**config.mk**
```make
export PLATFORM = sky130hd
export DESIGN_NAME = trap_csr_unit
export DESIGN_NICKNAME = d
export VERILOG_FILES = /design/src/rtl/trap_csr_unit_pkg.sv /design/src/rtl/trap_csr_unit_csr_alu.sv /design/src/rtl/trap_csr_unit.sv
export SDC_FILE = /design/constraint.sdc
export NUM_CORES = 1
export LEC_CHECK = 0
export BUFFER_PORTS_ARGS = -buffer_cell sky130_fd_sc_hd__buf_2
export CAP_MARGIN = 0
export CORE_ASPECT_RATIO = 1.75
export CORE_MARGIN = 4
export CORE_UTILIZATION = 58
export DETAILED_ROUTE_END_ITERATION = 6
export MAX_ROUTING_LAYER = met4
export PLACE_DENSITY = 0.95
export SLEW_MARGIN = 20
export SYNTH_ARGS = -nofsm -noshare
export SYNTH_HDL_FRONTEND = slang
export SYNTH_SLANG_ARGS = --single-unit
```
**constraint.sdc**
```tcl
create_clock -name clk_i -period 4.2 [get_ports clk_i]
set_clock_uncertainty 0.15 [all_clocks]
set_input_delay 0.84 -clock clk_i [delete_from_list [all_inputs] [get_ports clk_i]]
set_output_delay 0.84 -clock clk_i [all_outputs]
set_load 0.005 [all_outputs]
```
**src/rtl/trap_csr_unit_pkg.sv**
```systemverilog
// Shared definitions for the machine-mode trap/CSR unit: CSR map, bit
// positions, trap cause codes, CSR operation encodings and FSM states.
package trap_csr_unit_pkg;

    localparam logic [11:0] CSR_MSTATUS = 12'h300;
    localparam logic [11:0] CSR_MIE     = 12'h304;
    localparam logic [11:0] CSR_MTVEC   = 12'h305;
    localparam logic [11:0] CSR_MEPC    = 12'h341;
    localparam logic [11:0] CSR_MCAUSE  = 12'h342;
    localparam logic [11:0] CSR_MIP     = 12'h344;

    localparam int unsigned MSTATUS_MIE_BIT  = 3;
    localparam int unsigned MSTATUS_MPIE_BIT = 7;
    localparam int unsigned MIE_MTIE_BIT     = 7;
    localparam int unsigned MIE_MEIE_BIT     = 11;
    localparam int unsigned MIP_MTIP_BIT     = 7;
    localparam int unsigned MIP_MEIP_BIT     = 11;

    localparam logic [31:0] MCAUSE_EXT_IRQ   = 32'h8000_000B;
    localparam logic [31:0] MCAUSE_TIMER_IRQ = 32'h8000_0007;
    localparam logic [31:0] MCAUSE_ECALL     = 32'd11;

    typedef enum logic [1:0] {
        CSR_OP_READ  = 2'b00,
        CSR_OP_WRITE = 2'b01,
        CSR_OP_SET   = 2'b10,
        CSR_OP_CLEAR = 2'b11
    } csr_op_e;

    typedef enum logic {
        ST_IDLE = 1'b0,
        ST_WAIT = 1'b1
    } state_e;

endpackage

```
**src/rtl/trap_csr_unit_csr_alu.sv**
```systemverilog
// Combinational CSR update: write/set/clear of the old value, then masked
// down to the bits the addressed CSR actually implements.
module csr_alu
    import trap_csr_unit_pkg::*;
#(
    parameter int unsigned DATA_WIDTH = 32
) (
    input  csr_op_e               op_i,
    input  logic [DATA_WIDTH-1:0] old_i,
    input  logic [DATA_WIDTH-1:0] wdata_i,
    input  logic [DATA_WIDTH-1:0] mask_i,
    output logic [DATA_WIDTH-1:0] new_o
);

    logic [DATA_WIDTH-1:0] raw;

    always_comb begin
        raw = old_i;
        unique case (op_i)
            CSR_OP_READ:  raw = old_i;
            CSR_OP_WRITE: raw = wdata_i;
            CSR_OP_SET:   raw = old_i | wdata_i;
            CSR_OP_CLEAR: raw = old_i & ~wdata_i;
            default:      raw = old_i;
        endcase
        new_o = raw & mask_i;
    end

endmodule

```
**src/rtl/trap_csr_unit.sv**
```systemverilog
// Machine-mode trap state (mstatus/mie/mtvec/mepc/mcause) with a registered
// trap/return redirect to fetch over a valid/ready handshake.
module trap_csr_unit
    import trap_csr_unit_pkg::*;
#(
    parameter int unsigned ADDR_WIDTH  = 32,
    parameter int unsigned DATA_WIDTH  = 32,
    parameter logic [31:0] MTVEC_RESET = 32'd100
) (
    input  logic                  clk_i,
    input  logic                  rst_ni,
    input  logic [ADDR_WIDTH-1:0] pc_i,
    input  logic                  ecall_i,
    input  logic                  mret_i,
    input  logic                  ext_irq_i,
    input  logic                  timer_irq_i,
    input  logic                  csr_we_i,
    input  logic [1:0]            csr_op_i,
    input  logic [11:0]           csr_addr_i,
    input  logic [DATA_WIDTH-1:0] csr_wdata_i,
    output logic [DATA_WIDTH-1:0] csr_rdata_o,
    output logic [ADDR_WIDTH-1:0] mepc_o,
    output logic [ADDR_WIDTH-1:0] mtvec_o,
    output logic                  redirect_valid_o,
    output logic [ADDR_WIDTH-1:0] redirect_addr_o,
    input  logic                  redirect_ready_i
);

    state_e                state_q, state_d;
    logic                  mst_mie_q, mst_mie_d;
    logic                  mst_mpie_q, mst_mpie_d;
    logic                  mtie_q, mtie_d;
    logic                  meie_q, meie_d;
    logic [ADDR_WIDTH-1:0] mtvec_q, mtvec_d;
    logic [ADDR_WIDTH-1:0] mepc_q, mepc_d;
    logic [DATA_WIDTH-1:0] mcause_q, mcause_d;
    logic                  rvalid_q, rvalid_d;
    logic [ADDR_WIDTH-1:0] raddr_q, raddr_d;

    logic [DATA_WIDTH-1:0] csr_mask;
    logic [DATA_WIDTH-1:0] alu_new;
    logic                  take_ext, take_timer, csr_wr;

    always_comb begin
        csr_rdata_o = '0;
        csr_mask    = '0;
        unique case (csr_addr_i)
            CSR_MSTATUS: begin
                csr_rdata_o[MSTATUS_MIE_BIT]  = mst_mie_q;
                csr_rdata_o[MSTATUS_MPIE_BIT] = mst_mpie_q;
                csr_mask[MSTATUS_MIE_BIT]     = 1'b1;
                csr_mask[MSTATUS_MPIE_BIT]    = 1'b1;
            end
            CSR_MIE: begin
                csr_rdata_o[MIE_MTIE_BIT] = mtie_q;
                csr_rdata_o[MIE_MEIE_BIT] = meie_q;
                csr_mask[MIE_MTIE_BIT]    = 1'b1;
                csr_mask[MIE_MEIE_BIT]    = 1'b1;
            end
            CSR_MTVEC: begin
                csr_rdata_o = DATA_WIDTH'(mtvec_q);
                csr_mask    = ~DATA_WIDTH'(3);
            end
            CSR_MEPC: begin
                csr_rdata_o = DATA_WIDTH'(mepc_q);
                csr_mask    = ~DATA_WIDTH'(3);
            end
            CSR_MCAUSE: begin
                csr_rdata_o = mcause_q;
                csr_mask    = '1;
            end
            CSR_MIP: begin
                // Read-only: mask stays zero so writes have no effect.
                csr_rdata_o[MIP_MTIP_BIT] = timer_irq_i;
                csr_rdata_o[MIP_MEIP_BIT] = ext_irq_i;
            end
            default: ;
        endcase
    end

    csr_alu #(
        .DATA_WIDTH (DATA_WIDTH)
    ) u_csr_alu (
        .op_i    (csr_op_e'(csr_op_i)),
        .old_i   (csr_rdata_o),
        .wdata_i (csr_wdata_i),
        .mask_i  (csr_mask),
        .new_o   (alu_new)
    );

    assign take_ext   = ext_irq_i & meie_q & mst_mie_q;
    assign take_timer = timer_irq_i & mtie_q & mst_mie_q;
    assign csr_wr     = csr_we_i & (csr_op_e'(csr_op_i) != CSR_OP_READ);

    always_comb begin
        state_d    = state_q;
        mst_mie_d  = mst_mie_q;
        mst_mpie_d = mst_mpie_q;
        mtie_d     = mtie_q;
        meie_d     = meie_q;
        mtvec_d    = mtvec_q;
        mepc_d     = mepc_q;
        mcause_d   = mcause_q;
        rvalid_d   = rvalid_q;
        raddr_d    = raddr_q;
        unique case (state_q)
            ST_IDLE: begin
                // Trap and MRET take priority; a concurrent CSR write is dropped.
                if (take_ext || take_timer || ecall_i) begin
                    mepc_d     = pc_i & ~ADDR_WIDTH'(3);
                    mcause_d   = take_ext   ? DATA_WIDTH'(MCAUSE_EXT_IRQ)   :
                                 take_timer ? DATA_WIDTH'(MCAUSE_TIMER_IRQ) :
                                              DATA_WIDTH'(MCAUSE_ECALL);
                    mst_mpie_d = mst_mie_q;
                    mst_mie_d  = 1'b0;
                    raddr_d    = mtvec_q;
                    rvalid_d   = 1'b1;
                    state_d    = ST_WAIT;
                end else if (mret_i) begin
                    mst_mie_d  = mst_mpie_q;
                    mst_mpie_d = 1'b1;
                    raddr_d    = mepc_q;
                    rvalid_d   = 1'b1;
                    state_d    = ST_WAIT;
                end else if (csr_wr) begin
                    unique case (csr_addr_i)
                        CSR_MSTATUS: begin
                            mst_mie_d  = alu_new[MSTATUS_MIE_BIT];
                            mst_mpie_d = alu_new[MSTATUS_MPIE_BIT];
                        end
                        CSR_MIE: begin
                            mtie_d = alu_new[MIE_MTIE_BIT];
                            meie_d = alu_new[MIE_MEIE_BIT];
                        end
                        CSR_MTVEC:  mtvec_d  = ADDR_WIDTH'(alu_new);
                        CSR_MEPC:   mepc_d   = ADDR_WIDTH'(alu_new);
                        CSR_MCAUSE: mcause_d = alu_new;
                        default: ;
                    endcase
                end
            end
            ST_WAIT: begin
                if (redirect_ready_i) begin
                    rvalid_d = 1'b0;
                    state_d  = ST_IDLE;
                end
            end
            default: state_d = ST_IDLE;
        endcase
    end

    always_ff @(posedge clk_i or negedge rst_ni) begin
        if (!rst_ni) begin
            state_q    <= ST_IDLE;
            mst_mie_q  <= 1'b0;
            mst_mpie_q <= 1'b0;
            mtie_q     <= 1'b0;
            meie_q     <= 1'b0;
            mtvec_q    <= ADDR_WIDTH'(MTVEC_RESET);
            mepc_q     <= '0;
            mcause_q   <= '0;
            rvalid_q   <= 1'b0;
            raddr_q    <= '0;
        end else begin
            state_q    <= state_d;
            mst_mie_q  <= mst_mie_d;
            mst_mpie_q <= mst_mpie_d;
            mtie_q     <= mtie_d;
            meie_q     <= meie_d;
            mtvec_q    <= mtvec_d;
            mepc_q     <= mepc_d;
            mcause_q   <= mcause_d;
            rvalid_q   <= rvalid_d;
            raddr_q    <= raddr_d;
        end
    end

    assign mepc_o           = mepc_q;
    assign mtvec_o          = mtvec_q;
    assign redirect_valid_o = rvalid_q;
    assign redirect_addr_o  = raddr_q;

endmodule

```
==> results by group <==
Status
  • Outcome: finished, final reports clean

Yosys
  • Ys async rst share: 1.000
  • Register area share after synthesis: 0.4231
  • Most common cell in the synthesized netlist: dfrtp_1
  • Area leader, netlist: dfrtp_1
  • Top cell type's share of synthesized area: 0.4131
  • EDFF count, synth: 0
  • Top cells by count, synth: dfrtp_1, nand2_1, o21ai_0
  • Avg Cell Area, Syn: 9.248 um^2
  • Top cells by area, synth: dfrtp_1, o21ai_0, mux2i_1
  • Post-synthesis cell type count: 75
  • Mapped Cells: 858
  • Prevailing post-synth register cell: dfrtp_1
  • Synth warn: 0
  • Synthesized area: 0.007935 mm^2
  • Mapped Nets: 944
  • Flops & latches, synth: 134

Global routing
  • Number of global-route vias before repair: 8,327
  • Grt ovf: 0
  • Initial antenna violation count: 3
  • Tot GR Track Use: 0.3645
  • First-pass GRT wire length: 42,570 um
  • Largest net degree at the start of global routing: 111

Hold path
  • Hold Crit Class: in -> async

Timing
  • Final min period: 3.588 ns
  • Total negative slack: 0 ns
  • Final Cycle Share: 0.8544
  • Setup violators final: 0
  • Fin. Hold Viols: 0
  • Fmax: 278.7 MHz
  • RSZ-0062 raised after global routing: no
  • Slew HR: 0.4309
  • Worst slew pin tran: 0.8537 ns
  • Slew Viols, Final: 0
  • Worst Setup Slack, final: 0.6116 ns

Final layout
  • Share of cells above drive strength 1: 0.3051
  • Multi-input gate area: 0.004260 mm^2
  • # nets final: 1,125
  • Layout Area Growth over Synthesis: 22.23%
  • Fillers: 952
  • Area of all sequential standard cells: 0.003357 mm^2

Drt
  • Post-route ant nets: 0
  • Initial DRC count: 890
  • Final Routed Wirelength: 27,330 um
  • Remaining DRCs: 0
  • Vias/cell: 6.631
  • Vias: 8,149
  • First-pass DRT Iterations: 5
  • Wire length per cell: 22.24 um

Placement
  • GPL Wtd Cong: 0.9140
  • PortBufs: 212
  • Post-detail-place hpwl: 18,140 um
  • Dpl ws: 0.6480 ns

Die
  • Die Wd: 96.42 um
  • Total core area: 0.01338 mm^2
  • Row count: 56
  • Die area: 0.01569 mm^2
  • DIE HEIGHT: 162.7 um
  • I/O pin total: 215
  • Starting density of the core: 0.5929

CTS
  • Sink Count: 134
  • Num CTS Buffers: 17
  • Worst skew pair latency: 0.42 ns
  • CTS tree: built
  • Clk root buf: clkbuf_16
  • Clk slew on worst S/H paths: 0.06 ns
  • Setup repair bufs after CTS: 0
  • Hold buffers post-CTS: 0
  • Clk buf depth: 2
  • Htree depth: 4
  • # resized after CTS: 0

Critical path
  • Slowest library cell on the worst path: nor4_4
  • Top delay family on crit path: simple AND/OR/NAND/NOR gates
  • CP startpoint kind: input port
  • Critical path arrival: 2.60 ns
  • Crit-path cells: buf_2, nor4_4, nand2_1, nor2_1, a21oi_1, nor2_1, buf_2
  • Largest fanout on the critical path: 8
  • Worst setup EP type: primary output
  • CP bufs+invs: 2
  • Req. time, crit path: 3.21 ns
  • Worst path max stage delay: 0.65 ns
  • CP Class: in -> out

Power
  • Power per cell area: 362.7 mW/mm^2
  • Peak VDD IR: 0.0003529 V
  • Pleak: 4.599 nW
  • Tot Pwr: 3.518 mW

Job
  • Max_cap viols: 0
==> registers in the layout, indices dropped and copies added, names as in the netlist <==
register,count
redirect_valid_o,1
mcause_q,32
mtie_q,1
mtvec_o,32
mst_mpie_q,1
redirect_addr_o,32
state_q,1
meie_q,1
mst_mie_q,1
mepc_o,32
==> area by class of cell <==
| cell class | count | share of cell area |
|---|---|---|
| diodes | 3 | 0.0007740 |
| clock buffers | 19 | 0.04463 |
| clock inverters | 13 | 0.01032 |
| inverters | 5 | 0.001935 |
| multi-input cells | 640 | 0.4392 |
| flip-flops and latches | 134 | 0.3461 |
| well taps | 174 | 0.02245 |
| repair buffers | 241 | 0.1345 |
==> cells by family after synthesis <==
group | count (synthesis) | synth area share
simple gates | 282 | 0.1908
mux | 59 | 0.07710
compound gates | 295 | 0.2558
buf+inv | 84 | 0.04888
xor+xnor | 4 | 0.004415
flops | 134 | 0.4231
==> layout by cell type, fill, tap and decap left out, types with 6 or more instances in the layout <==
| cell | n |
|---|---|
| nand2b_1 | 22 |
| nand2_1 | 100 |
| a211oi_1 | 11 |
| a21oi_2 | 8 |
| and2_1 | 9 |
| nor2_1 | 46 |
| o31ai_1 | 14 |
| a22oi_1 | 19 |
| nand3_1 | 14 |
| clkbuf_16 | 17 |
| a22o_1 | 26 |
| a21oi_1 | 37 |
| mux2_2 | 12 |
| a221o_1 | 13 |
| mux2i_1 | 42 |
| o21a_1 | 15 |
| dfrtp_1 | 131 |
| buf_2 | 211 |
| and3b_1 | 8 |
| buf_4 | 28 |
| nor2b_1 | 9 |
| o21ai_0 | 99 |
| and3_1 | 19 |
| nand3b_1 | 23 |
| a211o_1 | 7 |
| nand4_1 | 6 |
==> path summary, 6_finish.rpt <==
| check | from | endpoint | depth (start not counted) | slack [ns] |
|---|---|---|---|---|
| worst max register to register | meie_q$_DFFE_PN0P_ | mtvec_o[26]$_DFFE_PN0P_ | 7 | 1.19 |
| worst max-delay path | csr_addr_i[7] | csr_rdata_o[25] | 7 | 0.61 |
| worst min-delay path | rst_ni | redirect_addr_o[23]$_DFFE_PN0P_ | 1 | 0.14 |
| max in group asynchronous | rst_ni | mtvec_o[6]$_DFFE_PN1P_ | 2 | 3.00 |
| worst min register to register | redirect_addr_o[29]$_DFFE_PN0P_ | redirect_addr_o[29]$_DFFE_PN0P_ | 2 | 0.33 |
| min in group clk_i | redirect_addr_o[29]$_DFFE_PN0P_ | redirect_addr_o[29]$_DFFE_PN0P_ | 2 | 0.33 |
==> where the power goes <==
group | switching (mW) | internal, mW
clock network | 0.605 | 0.761
logic | 0.353 | 0.263
registers | 0.112 | 1.42
total | 1.07 | 2.45
==> worst reg2reg max path: stages, from the launching register on <==
cell	delay [ns]
dfrtp_1	0.40
a22o_1	0.34
a21o_4	0.42
nor4_2	0.40
nand3_2	0.36
buf_4	0.38
buf_4	0.24
o21ai_0	0.24
==> per-layer routing <==
| layer | global-route usage | vias to the layer above | routed length, um |
|---|---|---|---|
| met1 | 0.4122 | 3855 | 9183 |
| met3 | 0.06010 | 162 | 2633 |
| met5 | - | - | 0 |
| met4 | 0.2580 | 0 | 1926 |
| li1 | - | 3536 | - |
| met2 | 0.5750 | 596 | 13590 |
==> per-stage QoR <==
step                      instances  hold slack, ns  utilization  cell area (um^2)
final                          1229          0.1389       0.7248              9699
after global routing           1229          0.1464       0.7248              9699
after CTS                      1225          0.3283       0.7221              9664
after detailed placement       1193          0.3160       0.6823              9131
after global placement         1193          0.3045       0.6823              9131
after floorplan                 858          0.2908            -              7935
No activity file was read; power rests on OpenSTA's default activity.
